==> src/rtl/phy_pkg.sv <==
// Shared PHY receive definitions: lane width, the K28.5 comma symbol and
// the alignment state encoding.
package phy_pkg;

    localparam logic [7:0] COMMA_K28_5 = 8'hBC;
    localparam int         LANE_W      = 8;

    typedef enum logic [1:0] {
        SEARCH = 2'd0,
        ALIGN  = 2'd1,
        ACTIVE = 2'd2
    } rx_state_t;

endpackage

==> src/rtl/serial_to_parallel_rx_if.sv <==
// Serial-in / byte-out bundle between the bit-clock source and the receive
// deserialiser.
interface serial_to_parallel_rx_if;
    import phy_pkg::*;

    logic              data_in;
    logic [LANE_W-1:0] data_out;
    logic              valid_out;
    logic              byte_strobe;
    logic              active;

    modport master (
        output data_in,
        input  data_out,
        input  valid_out,
        input  byte_strobe,
        input  active
    );

    modport slave (
        input  data_in,
        output data_out,
        output valid_out,
        output byte_strobe,
        output active
    );

endinterface

==> src/rtl/comma_align_fsm.sv <==
// Comma alignment controller: hunts for a comma at any bit offset, then
// requires N_COMMA consecutive commas on the same byte grid before locking.
module comma_align_fsm
    import phy_pkg::*;
#(
    parameter int N_COMMA = 4
) (
    input  logic       clk,
    input  logic       reset,
    input  logic       w_is_comma,
    input  logic [2:0] bit_cnt,
    output rx_state_t  state,
    output logic [3:0] comma_cnt,
    output logic       byte_boundary
);

    localparam logic [3:0] N_COMMA_C = 4'(N_COMMA);

    rx_state_t  state_r;
    logic [3:0] comma_cnt_r;

    // Alignment state and consecutive-comma count; ACTIVE is left only by reset.
    always_ff @(posedge clk) begin
        if (!reset) begin
            state_r     <= SEARCH;
            comma_cnt_r <= 4'd0;
        end else begin
            case (state_r)
                SEARCH: begin
                    if (w_is_comma) begin
                        comma_cnt_r <= 4'd1;
                        state_r     <= (N_COMMA_C == 4'd1) ? ACTIVE : ALIGN;
                    end else begin
                        comma_cnt_r <= 4'd0;
                        state_r     <= SEARCH;
                    end
                end
                ALIGN: begin
                    if (bit_cnt == 3'd7) begin
                        if (w_is_comma) begin
                            comma_cnt_r <= comma_cnt_r + 4'd1;
                            state_r     <= ((comma_cnt_r + 4'd1) == N_COMMA_C) ? ACTIVE : ALIGN;
                        end else begin
                            // A broken grid discards this window; the hunt restarts next bit.
                            comma_cnt_r <= 4'd0;
                            state_r     <= SEARCH;
                        end
                    end else begin
                        comma_cnt_r <= comma_cnt_r;
                        state_r     <= ALIGN;
                    end
                end
                ACTIVE: begin
                    comma_cnt_r <= comma_cnt_r;
                    state_r     <= ACTIVE;
                end
                default: begin
                    comma_cnt_r <= 4'd0;
                    state_r     <= SEARCH;
                end
            endcase
        end
    end

    assign state         = state_r;
    assign comma_cnt     = comma_cnt_r;
    assign byte_boundary = (state_r == ACTIVE) && (bit_cnt == 3'd7);

endmodule

==> src/rtl/serial_to_parallel_rx.sv <==
// Serial-to-parallel receiver: comma-aligned byte assembly from the 1-bit
// PHY stream, reporting data bytes with a valid flag and a byte strobe.
module serial_to_parallel_rx
    import phy_pkg::*;
#(
    parameter int          DATA_W  = 8,
    parameter logic [7:0]  COMMA   = COMMA_K28_5,
    parameter int          N_COMMA = 4
) (
    input  logic                    clk,
    input  logic                    reset,
    serial_to_parallel_rx_if.slave  rx
);

    localparam logic [3:0] N_COMMA_C = 4'(N_COMMA);

    // The current bit completes the window, so only DATA_W-1 history bits are kept.
    logic [DATA_W-2:0] sr_r;
    logic [DATA_W-1:0] w_s;
    logic              w_is_comma_s;
    logic [2:0]        bit_cnt_r;
    rx_state_t         state_s;
    logic [3:0]        comma_cnt_s;
    logic              byte_boundary_s;
    logic [DATA_W-1:0] data_r;
    logic              valid_r;
    logic              strobe_r;

    assign w_s          = {sr_r, rx.data_in};
    assign w_is_comma_s = (w_s == COMMA);

    // Serial history shift register.
    always_ff @(posedge clk) begin
        if (!reset) begin
            sr_r <= '0;
        end else begin
            sr_r <= w_s[DATA_W-2:0];
        end
    end

    // Bit position within the aligned byte; pinned to zero while hunting.
    always_ff @(posedge clk) begin
        if (!reset) begin
            bit_cnt_r <= 3'd0;
        end else if (state_s == SEARCH) begin
            bit_cnt_r <= 3'd0;
        end else begin
            bit_cnt_r <= bit_cnt_r + 3'd1;
        end
    end

    comma_align_fsm #(
        .N_COMMA (N_COMMA)
    ) u_fsm (
        .clk           (clk),
        .reset         (reset),
        .w_is_comma    (w_is_comma_s),
        .bit_cnt       (bit_cnt_r),
        .state         (state_s),
        .comma_cnt     (comma_cnt_s),
        .byte_boundary (byte_boundary_s)
    );

    // Byte output registers, updated once per aligned byte in ACTIVE.
    always_ff @(posedge clk) begin
        if (!reset) begin
            data_r   <= '0;
            valid_r  <= 1'b0;
            strobe_r <= 1'b0;
        end else if (byte_boundary_s) begin
            data_r   <= w_s;
            valid_r  <= !w_is_comma_s;
            strobe_r <= 1'b1;
        end else begin
            data_r   <= data_r;
            valid_r  <= valid_r;
            strobe_r <= 1'b0;
        end
    end

    assign rx.data_out    = data_r;
    assign rx.valid_out   = valid_r;
    assign rx.byte_strobe = strobe_r;
    // Lock also implies the comma count has saturated at its target.
    assign rx.active      = (state_s == ACTIVE) && (comma_cnt_s == N_COMMA_C);

endmodule

==> src/flat_wrapper.sv <==
// flat-port wrapper written by rule: the top's interface ports become plain ports
module serial_to_parallel_rx_flat import phy_pkg::*;
#(
    parameter int          DATA_W  = 8,
    parameter logic [7:0]  COMMA   = COMMA_K28_5,
    parameter int          N_COMMA = 4
)
  (clk, reset, rx_data_in, rx_data_out, rx_valid_out, rx_byte_strobe, rx_active);
  serial_to_parallel_rx_if rx_i ();
  input  logic clk;
  input  logic reset;
  input wire logic [$bits(rx_i.data_in)-1:0] rx_data_in;
  output wire logic [$bits(rx_i.data_out)-1:0] rx_data_out;
  output wire logic [$bits(rx_i.valid_out)-1:0] rx_valid_out;
  output wire logic [$bits(rx_i.byte_strobe)-1:0] rx_byte_strobe;
  output wire logic [$bits(rx_i.active)-1:0] rx_active;
  assign rx_i.data_in = rx_data_in;
  assign rx_data_out = rx_i.data_out;
  assign rx_valid_out = rx_i.valid_out;
  assign rx_byte_strobe = rx_i.byte_strobe;
  assign rx_active = rx_i.active;
  serial_to_parallel_rx #(.DATA_W(DATA_W), .COMMA(COMMA), .N_COMMA(N_COMMA)) u_core (.clk(clk), .reset(reset), .rx(rx_i));
endmodule
==> config.mk <==
export PLATFORM = sky130hd
export DESIGN_NAME = serial_to_parallel_rx_flat
export DESIGN_NICKNAME = d
export VERILOG_FILES = /design/src/rtl/phy_pkg.sv /design/src/rtl/serial_to_parallel_rx_if.sv /design/src/rtl/comma_align_fsm.sv /design/src/rtl/serial_to_parallel_rx.sv /design/src/flat_wrapper.sv
export SDC_FILE = /design/constraint.sdc
export NUM_CORES = 1
export LEC_CHECK = 0
export CORE_MARGIN = 3
export CORE_UTILIZATION = 40
export CTS_BUF_LIST = sky130_fd_sc_hd__clkbuf_8
export DETAILED_ROUTE_END_ITERATION = 16
export PLACE_DENSITY = 0.69
export REMOVE_ABC_BUFFERS = 1
export SETUP_SLACK_MARGIN = 0.02
export SLEW_MARGIN = 20
export SYNTH_ARGS = -nofsm -noshare
export SYNTH_HDL_FRONTEND = slang
export SYNTH_HIERARCHICAL = 1
export SYNTH_SLANG_ARGS = --single-unit
export TNS_END_PERCENT = 20
==> constraint.sdc <==
create_clock -name clk -period 3.38 [get_ports clk]
set_clock_uncertainty 0.05 [all_clocks]
set_input_delay 0.338 -clock clk [delete_from_list [all_inputs] [get_ports clk]]
set_output_delay 0.338 -clock clk [all_outputs]
set_load 0.01 [all_outputs]
Word-level counts from Yosys, hierarchy flattened
Index checks and enable logic that the tools add are counted.
{ "totals": {"output_inout_bits": 11, "elab_cells": 34, "reg_bits": 26, "in_bits": 3} }
{ "op_classes": {"reduce_logical": 6, "bitwise_logic": 2, "mux": 10, "add_sub_neg": 2, "n_eq_ne": 7} }
{ "ops": {"columns": ["op", "n"], "rows": [
  ["case mux 4 bit (3 select lines)", 1],
  ["equality test 4 x 3 -> 1 bit, second input constant", 2],
  ["equality test 8 bit, second input constant", 1],
  ["2-to-1 mux 4 bit", 2],
  ["2-to-1 mux 2 bit", 3],
  ["case mux 2 bit (3 select lines)", 1],
  ["adder 4 x 1 -> 4 bit, second input constant", 1],
  ["adder 3 x 1 -> 3 bit, second input constant", 1],
  ["equality test 3 bit, second input constant", 1],
  ["2-to-1 mux 1 bit", 3],
  ["equality test 2 x 1 -> 1 bit, second input constant", 1],
  ["equality test 2 bit, second input constant", 1],
  ["logical AND 1 bit", 2],
  ["logical NOT 2 bit", 1],
  ["!= test 2 bit, second input constant", 1],
  ["NOT 1 bit", 2],
  ["AND reduction 2 bit", 1],
  ["OR reduction 2 bit", 1],
  ["logical NOT 1 bit", 1]
]} }

Longest topological paths before layout
Gate-level depths: netlist (run 1).
{ "logic_depth": {"ltp_word": 6, "mapped_depth": 6, "ltp_nobuf": 6} }

By module
The synthesis (run 1) kept the hierarchy.
{ "modules_own_cells": {"columns": ["module", "cells_per_inst", "n_inst", "seq_area_each_um2", "area_each_um2"], "rows": [
  ["serial_to_parallel_rx", 62, 1, 400.4, 699.4],
  ["comma_align_fsm", 44, 1, 120.1, 389.1]
]} }

Worst setup path before layout (run 1)
No wires, ideal clock.
{ "synth_path": {"path_type": "input to register", "from": "in rx_data_in", "to": "reg u_core.u_fsm.state_r[1] (netlist: u_core/u_fsm/state[1])", "arrival_ns": 1.395, "cell_stages": 6, "setup_ns": 0.059, "required_ns": 3.271, "n_path_buf": 0, "path_slack_ns": 1.877, "cell_sequence": "or2_2 > nor3_1 > nand3b_1 > nor2_1 > and2_1 > a22o_1"} }
{ "synth_between": {"elab_chain_cells": 4} }
{ "synth_rtl": {"columns": ["element", "line_no", "source"], "rows": [
  ["start: declaration", "flat_wrapper.sv:12", "input wire logic [$bits(rx_i.data_in)-1:0] rx_data_in;"],
  ["equality test 8 bit", "serial_to_parallel_rx.sv:30", "assign w_is_comma_s = (w_s == COMMA);"],
  ["named net u_core.w_is_comma_s", "serial_to_parallel_rx.sv:20", "logic w_is_comma_s;"],
  ["2-to-1 mux 2 bit", "comma_align_fsm.sv:40", "if (w_is_comma) begin"],
  ["2-to-1 mux 2 bit", "comma_align_fsm.sv:39", "if (bit_cnt == 3'd7) begin"],
  ["case mux 2 bit (3 select lines)", "comma_align_fsm.sv:28", "case (state_r)"],
  ["end signal: assignment", "comma_align_fsm.sv:32", "state_r <= (N_COMMA_C == 4'd1) ? ACTIVE : ALIGN;"],
  ["end signal: assignment", "comma_align_fsm.sv:42", "state_r <= ((comma_cnt_r + 4'd1) == N_COMMA_C) ? ACTIVE : ALIGN;"],
  ["end: declaration", "comma_align_fsm.sv:19", "rx_state_t state_r;"]
]} }
The timed path passes the listed nets, and every way through them passes these cells.
A chain may end at the register's enable or synchronous reset.

Final worst setup path (run 1)
{ "layout_path": {"from": "reg u_core.u_fsm.comma_cnt_r[0] (netlist: u_core/u_fsm/comma_cnt[0])", "to": "out rx_active"} }
{ "layout_between": {"elab_chain_cells": 2} }
{ "layout_rtl": {"columns": ["element", "line_no", "source"], "rows": [
  ["start: declaration", "comma_align_fsm.sv:20", "logic [3:0] comma_cnt_r;"],
  ["start signal: assignment", "comma_align_fsm.sv:41", "comma_cnt_r <= comma_cnt_r + 4'd1;"],
  ["start signal: assignment", "comma_align_fsm.sv:49", "comma_cnt_r <= comma_cnt_r;"],
  ["start signal: assignment", "comma_align_fsm.sv:54", "comma_cnt_r <= comma_cnt_r;"],
  ["equality test 4 x 3 -> 1 bit", "serial_to_parallel_rx.sv:85", "assign rx.active = (state_s == ACTIVE) && (comma_cnt_s == N_COMMA_C);"],
  ["logical AND 1 bit", "serial_to_parallel_rx.sv:85", null],
  ["end: declaration", "flat_wrapper.sv:16", "output wire logic [$bits(rx_i.active)-1:0] rx_active;"]
]} }
No other way between the ends.

==> results of run 1 <==
[cells in the mapped netlist (2+ instances only)]
master / number
nand3_1: 2
ha_1: 3
and3_1: 2
nor2_1: 4
mux2i_1: 9
nand2_1: 4
and2_1: 10
inv_1: 3
nor2b_1: 14
o21ai_0: 4
o21a_1: 2
dfxtp_1: 26
[power groups by stage]
stage	logic, W	clock network, W	registers (W)
finish	0.0000101	0.000255	0.000309
global route	0.0000112	0.000272	0.000309
CTS	0.0000103	0.000263	0.000309
detailed placement	0.0000102	0	0.000316
global placement	0.00000997	0	0.000316
floorplan	0.00000386	0	0.000316
[metrics by stage]
step                      hold slack, ns  instances  total power (W)
after floorplan                    0.379        104         0.000320
after global placement             0.397        148         0.000326
after detailed placement           0.407        148         0.000327
after CTS                          0.427        152         0.000582
after global routing               0.440        152         0.000592
final                              0.420        152         0.000575
[worst register-to-register path: cells and delay by family (launching register included)]
family                 cells  cell delay, ns
buffers and inverters      1            0.09
DFF                        1            0.43
AOI/OAI and AO/OA          1            0.43
and+or+nand+nor            2            0.91
[per-layer routing]
layer	GRT usage [%]	vias to the layer above	routed length [um]
met4	8.94	0	47
met5	0	-	0
met2	18.2	10	827
met3	2.00	4	46
li1	-	402	-
met1	15.4	356	926
[cells by family after synthesis]
logic type	count (synthesis)
AOI/OAI and AO/OA	15
xor gates and xnor gates	1
adders and majority gates	3
buffers and inverters	5
DFF	26
muxes	9
and+or+nand+nor	47
[state kept, by name (all words and copies together) (netlist names)]
signal                  flops
u_core/u_fsm/state          2
u_core/rx.byte_strobe       1
u_core/u_fsm/comma_cnt      4
u_core/rx.valid_out         1
u_core/sr_r                 7
u_core/rx.data_out          8
u_core/bit_cnt_r            3
[path summary, 6_finish.rpt]
check,from,to,slack (ns),depth (start not counted)
hold reg to reg,u_core/bit_cnt_r[0]$_SDFF_PP0_,u_core/bit_cnt_r[0]$_SDFF_PP0_,0.42,1
hold / removal,u_core/bit_cnt_r[0]$_SDFF_PP0_,u_core/bit_cnt_r[0]$_SDFF_PP0_,0.42,1
setup / recovery,u_core/u_fsm/comma_cnt[0]$_SDFFE_PN0P_,rx_active,1.07,3
setup reg to reg,u_core/u_fsm/state[1]$_SDFF_PN0_,u_core/rx.valid_out$_SDFFE_PN0P_,1.37,4
[layout make-up]
| cell class | instances | area (sq um) |
|---|---|---|
| inverters | 3 | 11.3 |
| clock buffers | 3 | 41.3 |
| clock inverters | 1 | 30.0 |
| well taps | 30 | 37.5 |
| flip-flops and latches | 26 | 520 |
| multi-input cells | 75 | 548 |
| fillers | 240 | 1200 |
| repair buffers | 14 | 138 |
==> run_results.csv, run 1 <==
group,metric,value,unit
clocking,path_clk_slew,0.08,ns
global_routing,grt_pass1_vias,730,
synthesis,synth.lib_cells_used.distinct,35,
placement,dp_hpwl,1320,um
synthesis,synth_area_per_cell,10.3,sq um
synthesis,seq_area_frac_synth,47.8,%
routing,wirelength,1850,um
sta,layout_setup_ws,1.07,ns
synthesis,synth_top_family_by_area,"simple AND/OR/NAND/NOR gates",
pwr,combinationalPowerShare,1.8,%
pwr,p_sw_share,17.9,%
pwr,power_frac_clock,44.4,%
critical_path,slowest_delay,0.55,ns
critical_path,end_kind,"output pin",
synthesis,synthXorXnorAreaFrac,0.805,%
sta,setup_violations,0,
synthesis,synthAdderAreaFrac,3.45,%
critical_path,required,2.99,ns
critical_path,crit_chain,"or4b_1, nor3b_2, clkdlybuf4s50_1",
synthesis,syn_inst,106,
synthesis,ys_warn_count,6,
critical_path,path_class,"register to output pin",
sta,timing.slew.headroom,51.5,%
global_routing,antenna_found_initial,0,
critical_path,arrival,1.92,ns
placement,pre_cts_ws,1.30,ns
sta,finalSetupTns,0,ns
pwr,powerDensity,433,nW/um^2
layout,layout_commonest_cell,"dfxtp_1",
floorplanning,start_util,43.2,%
floorplanning,fp.dieW,58.2,um
pwr,ir_worst_vdd,0.245,mV
clocking,cts_tree,"done",
synthesis,ys.flop_type,"dfxtp_1",
pwr,power_leakage,0.477,nW
critical_path,crit_family,"simple AND/OR/NAND/NOR gates",
critical_path,crit_path_start_kind,"register",
floorplanning,rows,18,
placement,io_buffers,13,
sta,worst_pin_slew,0.725,ns
layout,layout_common_cells,"26 x dfxtp_1, 14 x nor2b_1, 13 x clkdlybuf4s50_1, 10 x and2_1, 9 x mux2i_1",
pwr,p_int,0.000472,W
synthesis,synth-async-reset-ratio,0,%
outcome,outcome,"finished clean",
sta,fmax,0.434,GHz
critical_path,timing.critical_path.buf_inv,1,
clocking,cts_setup_buffers,0,
layout,final_cell_area,1330,sq um
layout,drive_gt1_share,9.02,%
flow_run,drv_cap,0,
pwr,p_switching,0.000103,W
clocking,clock_path_buffers,2,
global_routing,grt_use_total,12.1,%
routing,via_per_inst,5.08,
clocking,postCtsHoldBufs,0,
synthesis,synth_top_area_share,47.8,%
synthesis,synthSimpleGateAreaFrac,27.2,%
routing,ant_nets,0,
clocking,cts_resized,0,
routing,wire_per_inst,12.2,um
global_routing,grt_pass1_wl,3110,um
critical_path,critPathSlowestCell,"or4b_1",
global_routing,gr-total-overflow,0,
floorplanning,io-pin-count,14,
routing,drc_errors,0,
routing,first_iter_violations,21,
placement,place_area,1250,sq um
synthesis,ys_seq_elements,26,
synthesis,muxShareOfSynthArea,8.28,%
critical_path,critPathMaxFanout,8,
sta,hold_violations,0,
synthesis,synth_top_cell_by_area,"dfxtp_1",
placement,gp_congestion,0.729,
synthesis,synth_area,1090,sq um
synthesis,synth_edf_count,0,
layout,fin_util,52.6,%
routing,vias,772,
routing,firstDrtPassIters,4,
global_routing,grt_max_degree,28,
clocking,clockRootBuffer,"clkbuf_8",
sta,grt_setup_unrepaired,"false",
synthesis,synth_compound_area_share,10.6,%
floorplanning,coreArea,2520,sq um
pwr,p_seq_share,53.8,%
layout,antenna_cells,0,
synthesis,synth_area_leaders,"dfxtp_1 48%, mux2i_1 8.3%, nor2b_1 8.0%",
clocking,cts_buffers,3,
layout,area_growth,21.8,%
clocking,clk_latency,0.27,ns
floorplanning,die_area,3380,sq um
sta,finalCritPeriodShare,68.2,%
worst_hold_path,min_path_type,"register to register",
layout,nets,129,
clocking,htreeDepth,1,
sta,slew_violations,0,
clocking,cts_sinks,26,
sta,period_needed,2.31,ns
floorplanning,die_h,58.2,um
Power figures use the tool's default switching activity.
==> run 2: changes to the inputs <==
==> constraint.sdc (replaced) <==
create_clock -name clk -period 2.4 [get_ports clk]
set_clock_uncertainty 0.05 [all_clocks]
set_input_delay 0.24 -clock clk [delete_from_list [all_inputs] [get_ports clk]]
set_output_delay 0.24 -clock clk [all_outputs]
set_load 0.01 [all_outputs]
==> run 2 against run 1 <==
Global-route usage down 0.20 points; die area did not move; largest cell class unchanged; routed wire length rose by 0.38%; non-clock buffer count is 2 higher; combinational power grew 53%; worst setup slack worse by 0.88 ns; register-to-register slack worse by 0.71 ns; total power up 41%; utilization grew 0.60 points; cell area increased by 1.1%; critical path depth is the same.
==> run_results.csv, run 2 (synthesized netlist as in run 1, its figures left out) <==
group,metric,value,unit
worst_hold_path,min_path_cells,1,
floorplanning,start_util,43.2,%
clocking,cts_sinks,26,
sta,grt_setup_unrepaired,"false",
routing,wirelength,1850,um
global_routing,grt_max_degree,20,
critical_path,slowest_delay,0.55,ns
critical_path,path_class,"register to output pin",
placement,place_area,1270,sq um
layout,layout_commonest_cell,"dfxtp_1",
critical_path,critPathMaxFanout,8,
sta,setup_violations,0,
routing,vias,789,
outcome,outcome,"finished clean",
clocking,cts_tree,"done",
global_routing,antenna_found_initial,0,
routing,first_iter_violations,14,
layout,nets,131,
clocking,cts_buffers,3,
layout,antenna_cells,0,
floorplanning,io-pin-count,14,
critical_path,r2r_cells,5,
critical_path,arrival,1.92,ns
critical_path,crit_path_start_kind,"register",
routing,firstDrtPassIters,4,
layout,nFillCells,241,
critical_path,end_kind,"output pin",
routing,ant_nets,0,
routing,drc_errors,0,
clocking,path_clk_slew,0.09,ns
clocking,clockRootBuffer,"clkbuf_8",
critical_path,critPathSlowestCell,"clkdlybuf4s50_1",
sta,slew_violations,0,
floorplanning,die_area,3380,sq um
worst_hold_path,worstHoldStart,"u_core/bit_cnt_r[0]$_SDFF_PP0_",
critical_path,r2r-start,"u_core/u_fsm/state[1]$_SDFF_PN0_",
clocking,clock_path_buffers,2,
routing,via_per_inst,5.12,
clocking,postCtsHoldBufs,0,
critical_path,timing.critical_path.buf_inv,1,
routing,wire_per_inst,12.0,um
floorplanning,coreArea,2520,sq um
global_routing,gr-total-overflow,0,
global_routing,grt_use_total,11.9,%
clocking,cts_setup_buffers,0,
sta,finalCritPeriodShare,91.9,%
layout,register_area,520,sq um
layout,layout_common_cells,"26 x dfxtp_1, 14 x nor2b_1, 13 x clkdlybuf4s50_1, 10 x and2_1, 9 x mux2i_1",
pwr,powerDensity,602,nW/um^2
critical_path,crit_chain,"or4b_1, nor3b_2, clkdlybuf4s50_1",
sta,worst_pin_slew,0.356,ns
critical_path,crit_family,"simple AND/OR/NAND/NOR gates",
floorplanning,fp.dieW,58.2,um
clocking,cts_resized,0,
placement,io_buffers,13,
sta,finalSetupTns,0,ns
sta,period_needed,2.21,ns
clocking,clk_latency,0.27,ns
layout,multiInputGateArea,548,sq um
sta,fmax,0.453,GHz
layout,fin_util,53.2,%
sta,hold_slack,0.422,ns
floorplanning,die_h,58.2,um
critical_path,timing.rr.end,"u_core/rx.valid_out$_SDFFE_PN0P_",
sta,timing.slew.headroom,76.1,%
layout,drive_gt1_share,10.5,%
clocking,htreeDepth,1,
flow_run,drv_cap,0,
layout,final_cell_area,1340,sq um
layout,area_growth,23.2,%
critical_path,required,2.11,ns
worst_hold_path,min_to,"u_core/bit_cnt_r[0]$_SDFF_PP0_",
layout,largest_reg_flops,8,
placement,dp_hpwl,1310,um
pwr,power_leakage,0.487,nW
floorplanning,rows,18,
critical_path,r2r_setup_slack,0.66,ns
global_routing,grt_pass1_vias,727,
worst_hold_path,min_path_type,"register to register",
placement,gp_congestion,0.730,
placement,place_inst,150,
global_routing,grt_pass1_wl,3090,um
sta,hold_violations,0,
layout,finalNonFillerCells,154,
pwr,ir_worst_vdd,0.459,mV
==> run 2: per-stage QoR <==
| step | power (W) | worst slack (ns) |
|---|---|---|
| 2_1_floorplan | 0.000450 | 0.389 |
| 3_3_place_gp | 0.000461 | 0.451 |
| 3_5_place_dp | 0.000461 | 0.413 |
| 4_1_cts | 0.000817 | 0.180 |
| 5_1_grt | 0.000831 | 0.144 |
| 6_report | 0.000808 | 0.194 |
==> run 2: final cells by class <==
type / count / share of cell area [%]
clock buffer: 3 / 3.08
tap: 30 / 2.80
inverter: 3 / 0.840
multi-input combinational: 75 / 40.9
sequential: 26 / 38.8
clock inverter: 1 / 2.24
timing repair buffer: 16 / 11.4
==> run 2: power by group <==
part           internal, W  switching (W)  total (W)  leakage, nW
combinational   0.00000849     0.00000706  0.0000155        0.242
clock             0.000223       0.000134   0.000357       0.0357
sequential        0.000434     0.00000155   0.000435        0.210
==> run 2: layer usage <==
metal  vias to the layer above  routed length (um)  track usage, %
met5                         -                   0               0
met4                         0                  21            6.95
met3                         2                  54            2.00
met2                        12                 889            19.2
met1                       373                 889            14.8
li1                        402                   -               -
==> run 2: worst reg2reg max path: cells and delay by family (launching register included) <==
kind | cells | cell delay, ns
compound gates | 1 | 0.40
buf+inv | 2 | 0.24
flops | 1 | 0.42
simple gates | 2 | 0.54
==> run 2: how the worst max path moves through the flow <==
stage,from,endpoint,cells after the start,slack (ns)
5_1_grt,u_core/u_fsm/comma_cnt[0]$_SDFFE_PN0P_,rx_active,3,0.14
3_5_place_dp,rx_data_in,u_core/u_fsm/state[1]$_SDFF_PN0_,7,0.41
4_1_cts,u_core/u_fsm/comma_cnt[0]$_SDFFE_PN0P_,rx_active,3,0.18
2_1_floorplan,u_core/u_fsm/state[1]$_SDFF_PN0_,u_core/rx.valid_out$_SDFFE_PN0P_,4,0.39
3_3_place_gp,rx_data_in,u_core/u_fsm/state[1]$_SDFF_PN0_,7,0.45
6_report,u_core/u_fsm/comma_cnt[0]$_SDFFE_PN0P_,rx_active,3,0.19
